`src/rtl/pulse_stretcher.sv`:
```
// pulse_stretcher
//
// Purpose:
//   Turns single-cycle pulse requests into output pulses of fixed length.
//   Each accepted request plays LEN cycles of lo=1. A gap of GAP low cycles
//   always follows. Requests that arrive while a pulse or gap is still
//   playing are counted in a saturating pending counter. They are played
//   back one after another. A request that arrives while the counter is
//   full is dropped, and the sticky ovf flag records the drop.
//
// Parameters:
//   LEN     cycles lo is held high per pulse (1..255)
//   GAP     low cycles forced between output pulses (1..255)
//   PEND_W  width of the pending counter (max pending = 2^PEND_W-1)
//
// Ports:
//   clk       input   single clock, rising-edge active
//   rst       input   asynchronous, active-low reset
//   pi        input   single-cycle pulse request; one pulse per cycle high
//   clr_ovf   input   synchronous clear of the ovf flag
//   lo        output  stretched output level (registered)
//   busy      output  high whenever the FSM is not idle (registered)
//   pend_cnt  output  accepted pulses not yet played (registered)
//   ovf       output  sticky flag, set when a pulse is dropped at saturation

module pulse_stretcher #(
  parameter int LEN    = 4,
  parameter int GAP    = 2,
  parameter int PEND_W = 3
) (
  input  logic              clk,
  input  logic              rst,
  input  logic              pi,
  input  logic              clr_ovf,
  output logic              lo,
  output logic              busy,
  output logic [PEND_W-1:0] pend_cnt,
  output logic              ovf
);

  typedef enum logic [1:0] {
    ST_IDLE = 2'd0,
    ST_HIGH = 2'd1,
    ST_GAP  = 2'd2
  } state_t;

  // The cycle counter counts down to zero.
  // A counter value of zero marks the final cycle of the current state.
  localparam logic [7:0]        LEN_RELOAD = 8'(LEN - 1);
  localparam logic [7:0]        GAP_RELOAD = 8'(GAP - 1);
  localparam logic [PEND_W-1:0] PEND_MAX   = {PEND_W{1'b1}};
  localparam logic [PEND_W-1:0] PEND_ONE   = PEND_W'(1);

  state_t              state_q, state_d;
  logic [7:0]          cnt_q, cnt_d;
  logic [PEND_W-1:0]   pend_q, pend_d;
  logic                ovf_q, ovf_d;
  logic                lo_q, lo_d;
  logic                busy_q, busy_d;
  logic                drop;

  // Next-state logic. All outputs are derived from the next state.
  // This lets the output flops change on the same edge as the state flop.
  // As a result, lo and busy are registered, and pi has no
  // combinational path to any output.
  always_comb begin
    state_d = state_q;
    cnt_d   = cnt_q;
    pend_d  = pend_q;
    drop    = 1'b0;

    unique case (state_q)
      ST_IDLE: begin
        // The pending counter is always zero in idle.
        // A request therefore starts a pulse directly.
        if (pi) begin
          state_d = ST_HIGH;
          cnt_d   = LEN_RELOAD;
        end
      end

      ST_HIGH: begin
        if (pi) begin
          if (pend_q == PEND_MAX) drop = 1'b1;
          else                    pend_d = pend_q + PEND_ONE;
        end
        if (cnt_q == 8'd0) begin
          state_d = ST_GAP;
          cnt_d   = GAP_RELOAD;
        end else begin
          cnt_d = cnt_q - 8'd1;
        end
      end

      ST_GAP: begin
        if (cnt_q != 8'd0) begin
          cnt_d = cnt_q - 8'd1;
          if (pi) begin
            if (pend_q == PEND_MAX) drop = 1'b1;
            else                    pend_d = pend_q + PEND_ONE;
          end
        end else if (pend_q != '0 || pi) begin
          // Final gap cycle: the next pulse starts immediately.
          // If a pending pulse is consumed and a new request is also
          // queued in this cycle, the count stays the same, so no
          // drop can occur here.
          // With nothing pending, a new request is played directly and
          // never enters the counter.
          state_d = ST_HIGH;
          cnt_d   = LEN_RELOAD;
          if (pend_q != '0 && !pi) pend_d = pend_q - PEND_ONE;
        end else begin
          state_d = ST_IDLE;
          cnt_d   = 8'd0;
        end
      end

      default: begin
        state_d = ST_IDLE;
        cnt_d   = 8'd0;
        pend_d  = '0;
      end
    endcase

    // A drop in the same cycle as a clear wins, so ovf stays set.
    ovf_d  = drop | (ovf_q & ~clr_ovf);
    lo_d   = (state_d == ST_HIGH);
    busy_d = (state_d != ST_IDLE);
  end

  // Single state register for the FSM, its counters and registered outputs.
  // Reset takes effect immediately, without waiting for a clock edge.
  // While rst is low, requests on pi have no effect.
  always_ff @(posedge clk or negedge rst) begin
    if (!rst) begin
      state_q <= ST_IDLE;
      cnt_q   <= 8'd0;
      pend_q  <= '0;
      ovf_q   <= 1'b0;
      lo_q    <= 1'b0;
      busy_q  <= 1'b0;
    end else begin
      state_q <= state_d;
      cnt_q   <= cnt_d;
      pend_q  <= pend_d;
      ovf_q   <= ovf_d;
      lo_q    <= lo_d;
      busy_q  <= busy_d;
    end
  end

  assign lo       = lo_q;
  assign busy     = busy_q;
  assign pend_cnt = pend_q;
  assign ovf      = ovf_q;

endmodule

```
`config.mk`:
```
export PLATFORM = sky130hd
export DESIGN_NAME = pulse_stretcher
export DESIGN_NICKNAME = d
export VERILOG_FILES = /design/src/rtl/pulse_stretcher.sv
export SDC_FILE = /design/constraint.sdc
export NUM_CORES = 1
export LEC_CHECK = 0
export ABC_AREA = 1
export BUFFER_PORTS_ARGS = -buffer_cell sky130_fd_sc_hd__clkbuf_2
export CAP_MARGIN = 20
export CORE_MARGIN = 1.5
export CORE_UTILIZATION = 30
export CTS_BUF_LIST = sky130_fd_sc_hd__clkbuf_4
export CTS_CLUSTER_SIZE = 8
export DETAILED_ROUTE_END_ITERATION = 6
export GPL_TIMING_DRIVEN = 0
export PLACE_DENSITY = 0.45
export SLEW_MARGIN = 10
export SYNTH_ARGS = -nofsm -noshare
export SYNTH_HDL_FRONTEND = slang
export SYNTH_SLANG_ARGS = --single-unit
```
`constraint.sdc`:
```
create_clock -name clk -period 3.61 [get_ports clk]
set_input_delay 0.722 -clock clk [delete_from_list [all_inputs] [get_ports clk]]
set_output_delay 0.722 -clock clk [all_outputs]
set_load 0.05 [all_outputs]
```
# Word-level counts from Yosys, hierarchy flattened
# Index checks and enable logic that the tools add are counted.
dict set report word_totals {
  ff_bits 16
  latch_bits 0
  ram_bits 0
  mem_bits_ro 0
  in_bits 4
  out_inout_bits 6
  wordCells 49
  n_memories 0
}
dict set report classes {
  addsub 3
  n_mul 0
  div 0
  order_cmp 0
  n_eq_ne 7
  shift 0
  muxes 20
  bitwise 4
  reduce_logical 9
}
# op count
set ops {}
lappend ops {{$mux W8} 3}
lappend ops {{$pmux W8 S3} 1}
lappend ops {{$mux W3} 5}
lappend ops {{$pmux W3 S3} 1}
lappend ops {{$logic_not A8 Y1} 1}
lappend ops {{$mux W2} 4}
lappend ops {{$reduce_bool A8 Y1} 1}
lappend ops {{$sub A8 B1 Y8 const B} 1}
lappend ops {{$ne A3 B3 Y1 const B} 2}
lappend ops {{$pmux W2 S3} 1}
lappend ops {{$eq A2 B1 Y1 const B} 2}
lappend ops {{$mux W1} 4}
lappend ops {{$add A3 B1 Y3 const B} 1}
lappend ops {{$eq A3 B3 Y1 const B} 1}
lappend ops {{$reduce_and A3 Y1} 1}
lappend ops {{$reduce_bool A3 Y1} 1}
lappend ops {{$sub A3 B1 Y3 const B} 1}
lappend ops {{$eq A2 B2 Y1 const B} 1}
lappend ops {{$logic_not A2 Y1} 1}
lappend ops {{$ne A2 B2 Y1 const B} 1}
lappend ops {{$not A1 Y1} 2}
lappend ops {{$pmux W1 S2} 1}
lappend ops {{$reduce_bool A2 Y1} 1}
lappend ops {{$and A1 B1 Y1} 1}
lappend ops {{4 further kinds} 4}

# Logic depth before layout (Yosys ltp)
dict set report logic_depth {
  word_depth 6
  depth_mapped 11
  mapped_depth_nobuf 11
}

# Worst setup path before layout
# Ideal clock, no wire load.
dict set report synth_timing {
  kind {register to register}
  from {register pend_q[0] (netlist: pend_cnt[0])}
  to {register pend_q[1] (netlist: pend_cnt[1])}
  setup_ns 0.076
  t_arrival_ns 1.513
  required_ns 3.534
  path_slack_ns 2.021
  path_stages_with_launch 10
  n_path_buf 0
  period_less_slack_ns 1.589
  path_cell_list {dfrtp_1 inv_1 ha_1 inv_1 o21bai_1 nand3_1 nand2_1 nor2_1 nand2_1 o21ai_1}
}
dict set report synth_between {
  elab_chain_cells 5
  elab_cells_between_ends 15
  classes_between {2 x add/sub; 3 x eq/ne; 6 x mux; 4 x reduce/logical}
}
# item line_no
set synth_lines {}
lappend synth_lines {{start, declared} 56} ;# logic [PEND_W-1:0] pend_q, pend_d;
lappend synth_lines {{start signal, assigned} 145} ;# pend_q <= pend_d;
lappend synth_lines {{$sub A3 B1 Y3, or another cell as far along} 111} ;# if (pend_q != '0 && !pi) pend_d = pend_q - PEND_ONE;
lappend synth_lines {{$mux W3, on equally long branches} {111, 84, 99}}
lappend synth_lines {{$mux W3, on equally long branches} {102, 83}}
lappend synth_lines {{$mux W3} 96} ;# if (cnt_q != 8'd0) begin
lappend synth_lines {{$pmux W3 S3} 72} ;# unique case (state_q)
# Several ways; a longest one is shown, not always the timed one. The select of a mux whose other input is x is not followed.
# A chain may end at the register's enable or synchronous reset.

# Worst setup path after layout
dict set report layout_timing {
  from {register pend_q[2] (netlist: pend_cnt[2])}
  to {output port pend_cnt[2]}
}
# item line_no
set layout_rtl {}
lappend layout_rtl {{end, declared} 37} ;# output logic [PEND_W-1:0] pend_cnt,
# No word-level cell between the ends.

==> flow_summary.json <==
{
  "outcome": "finished, final reports clean",
  "fin_skew_ns": 0.00317,
  "antenna_found_initial": 0,
  "rows": 22,
  "post_drt_wl_per_cell_um": 10.5,
  "finalNetCount": 179,
  "syn-mean-instance-area_um2": 7.41,
  "worstPathMaxFanout": 6,
  "syn_inst": 152,
  "drcViolationCount": 0,
  "drive_above_1_share": 0.182,
  "clkLatencyLatePin_ns": 0.29,
  "instances_no_fill": 213,
  "fin_tns_setup_ns": 0,
  "p_total_w": 0.00115,
  "finalHoldViolCount": 0,
  "fmax_mhz": 560,
  "final.min_clock_period_ns": 1.79,
  "dieWidth_um": 64.3,
  "holdWs_ns": 0.346,
  "critPathKind": "register to output port",
  "nFillCells": 411,
  "root_buffer": "clkbuf_4",
  "clkSlewWorstSetupHoldPaths_ns": 0.09,
  "yosys_most_used_dff": "dfrtp_1",
  "synth_fp_nets": 165,
  "yosysSeqAreaShare": 0.356,
  "hp-class": "primary input to async pin",
  "numCtsBuffers": 3,
  "cts_resized": 0,
  "cp_cell_sequence": "clkbuf_2",
  "post-cts-setup-buffer-count": 0,
  "grt_overflow": 0,
  "via_count": 945,
  "worstPathRequired_ns": 2.89,
  "htree_levels": 1,
  "timing.final.crit_share": 0.495,
  "p_leak_nw": 0.671,
  "cp_num_buf_inv": 1,
  "track_usage": 0.121,
  "die_h_um": 64.3,
  "power_density_mw_per_mm2": 916,
  "slew_headroom": 0.723,
  "clockBufferDepth": 2,
  "floorplan.io_pins": 10,
  "slowest_stage": "dfrtp_1",
  "place_congestion": 0.775,
  "drtPass1Iterations": 4,
  "drt_iter0_drc": 22,
  "maxCapViolations": 0,
  "synth_edf_count": 0,
  "postSynth.asyncResetShare": 1.00,
  "dp_cells": 209,
  "die_area_mm2": 0.00413,
  "ys_types": 25,
  "yosysWarnings": 0,
  "netlist_area_mm2": 0.00113,
  "cpLargestDelayFamily": "flip-flops",
  "cts_sinks": 16,
  "n_antenna_cell": 0,
  "worstPathArrival_ns": 1.06,
  "io_buffers": 9,
  "layout-area-overhead-vs-synth_pct": 11.7,
  "layout_common_cells": "41 x nand2_1, 25 x inv_1, 16 x dfrtp_1",
  "mostFrequentLayoutCell": "nand2_1",
  "synth_seq_cells": 16,
  "start_util": 0.310,
  "worst_pin_slew_ns": 0.416,
  "rsz0062_at_grt": "false",
  "ir_drop_mv": 0.289,
  "ant_nets": 0,
  "core_area_mm2": 0.00363,
  "start_kind": "register",
  "slowest_delay_ns": 0.46,
  "finalWirelength_um": 2240,
  "grt_pass1_vias": 917,
  "cts_tree": "yes",
  "grt_first_pass_wirelength_um": 3900,
  "timing.final.ws_setup_ns": 1.82,
  "maxSlewViolCount": 0,
  "setup-violations-final": 0,
  "hpwl_um": 1790,
  "vias_per_cell": 4.44,
  "pre_cts_slack_ns": 1.89,
  "end_kind": "output port",
  "grt_max_degree": 17,
  "ctsHoldBuffers": 0
}
==> path summary, 6_finish.rpt <==
kind                              from           to  slack (ns)  cells after the start
max                        pend_cnt[2]  pend_cnt[2]        1.82                      1
min                                rst     cnt_q[3]        0.35                      1
max reg2reg                 state_q[0]     cnt_q[5]        2.06                      9
min reg2reg                   cnt_q[1]     cnt_q[1]        0.49                      2
max in group asynchronous          rst  pend_cnt[0]        2.97                      1
min in group clk              cnt_q[1]     cnt_q[1]        0.49                      2
==> power by group <==
part           internal [W]  switching, W  total (W)  leakage [nW]
combinational      0.000237      0.000519   0.000756         0.448
clock             0.0000402     0.0000575  0.0000977        0.0154
sequential         0.000250     0.0000491   0.000299         0.208
==> cell usage after synthesis, types with 2 or more instances <==
library cell	instances	share of area
nor2_1	13	0.043
o21ai_1	3	0.013
inv_1	25	0.083
dfrtp_1	16	0.36
nand2_1	41	0.14
nand2_2	3	0.017
o21ai_0	4	0.018
nand3_1	12	0.053
ha_1	9	0.10
inv_2	4	0.013
nor2_4	3	0.030
nor2_2	2	0.011
xor2_1	4	0.031
nand2_4	2	0.020
==> per-layer routing <==
layer / track usage / vias to the layer above / routed length [um]
met2: 0.207 / 11 / 1060
met3: 0.0264 / 4 / 67
met1: 0.148 / 437 / 1080
met5: 0 / - / 0
li1: - / 493 / -
met4: 0.0479 / 0 / 36
==> registers in the layout, indices dropped and copies added (netlist names) <==
signal and cells:
ovf 1, state_q 2, pend_cnt 3, lo 1, cnt_q 8, busy 1
==> kinds of logic (layout without fill, tap and decap cells) <==
logic type / count (synthesis) / after routing / synth area share
adder cells (fa/ha/maj): 9 / 9 / 0.100
AND/OR/NAND/NOR: 81 / 81 / 0.344
XOR/XNOR: 5 / 5 / 0.0389
buffers and inverters: 29 / 42 / 0.0967
flip-flops: 16 / 16 / 0.356
AO/OA/AOI/OAI: 12 / 12 / 0.0644
==> final cells by class <==
cell class,instances,area [um^2],share of cell area
clock buffers,3,22.5,0.0179
clock inverters,1,3.75,0.00299
inverters,29,109,0.0866
multi-input cells,107,617,0.491
flip-flops and latches,16,400,0.318
well taps,48,60.1,0.0478
repair buffers,9,45.0,0.0358
==> metrics by stage <==
step	instance area [um^2]	utilization
2_1_floorplan	1130	-
3_3_place_gp	1230	0.339
3_5_place_dp	1230	0.339
4_1_cts	1260	0.346
5_1_grt	1260	0.346
6_report	1260	0.346
Power figures use the tool's default switching activity.
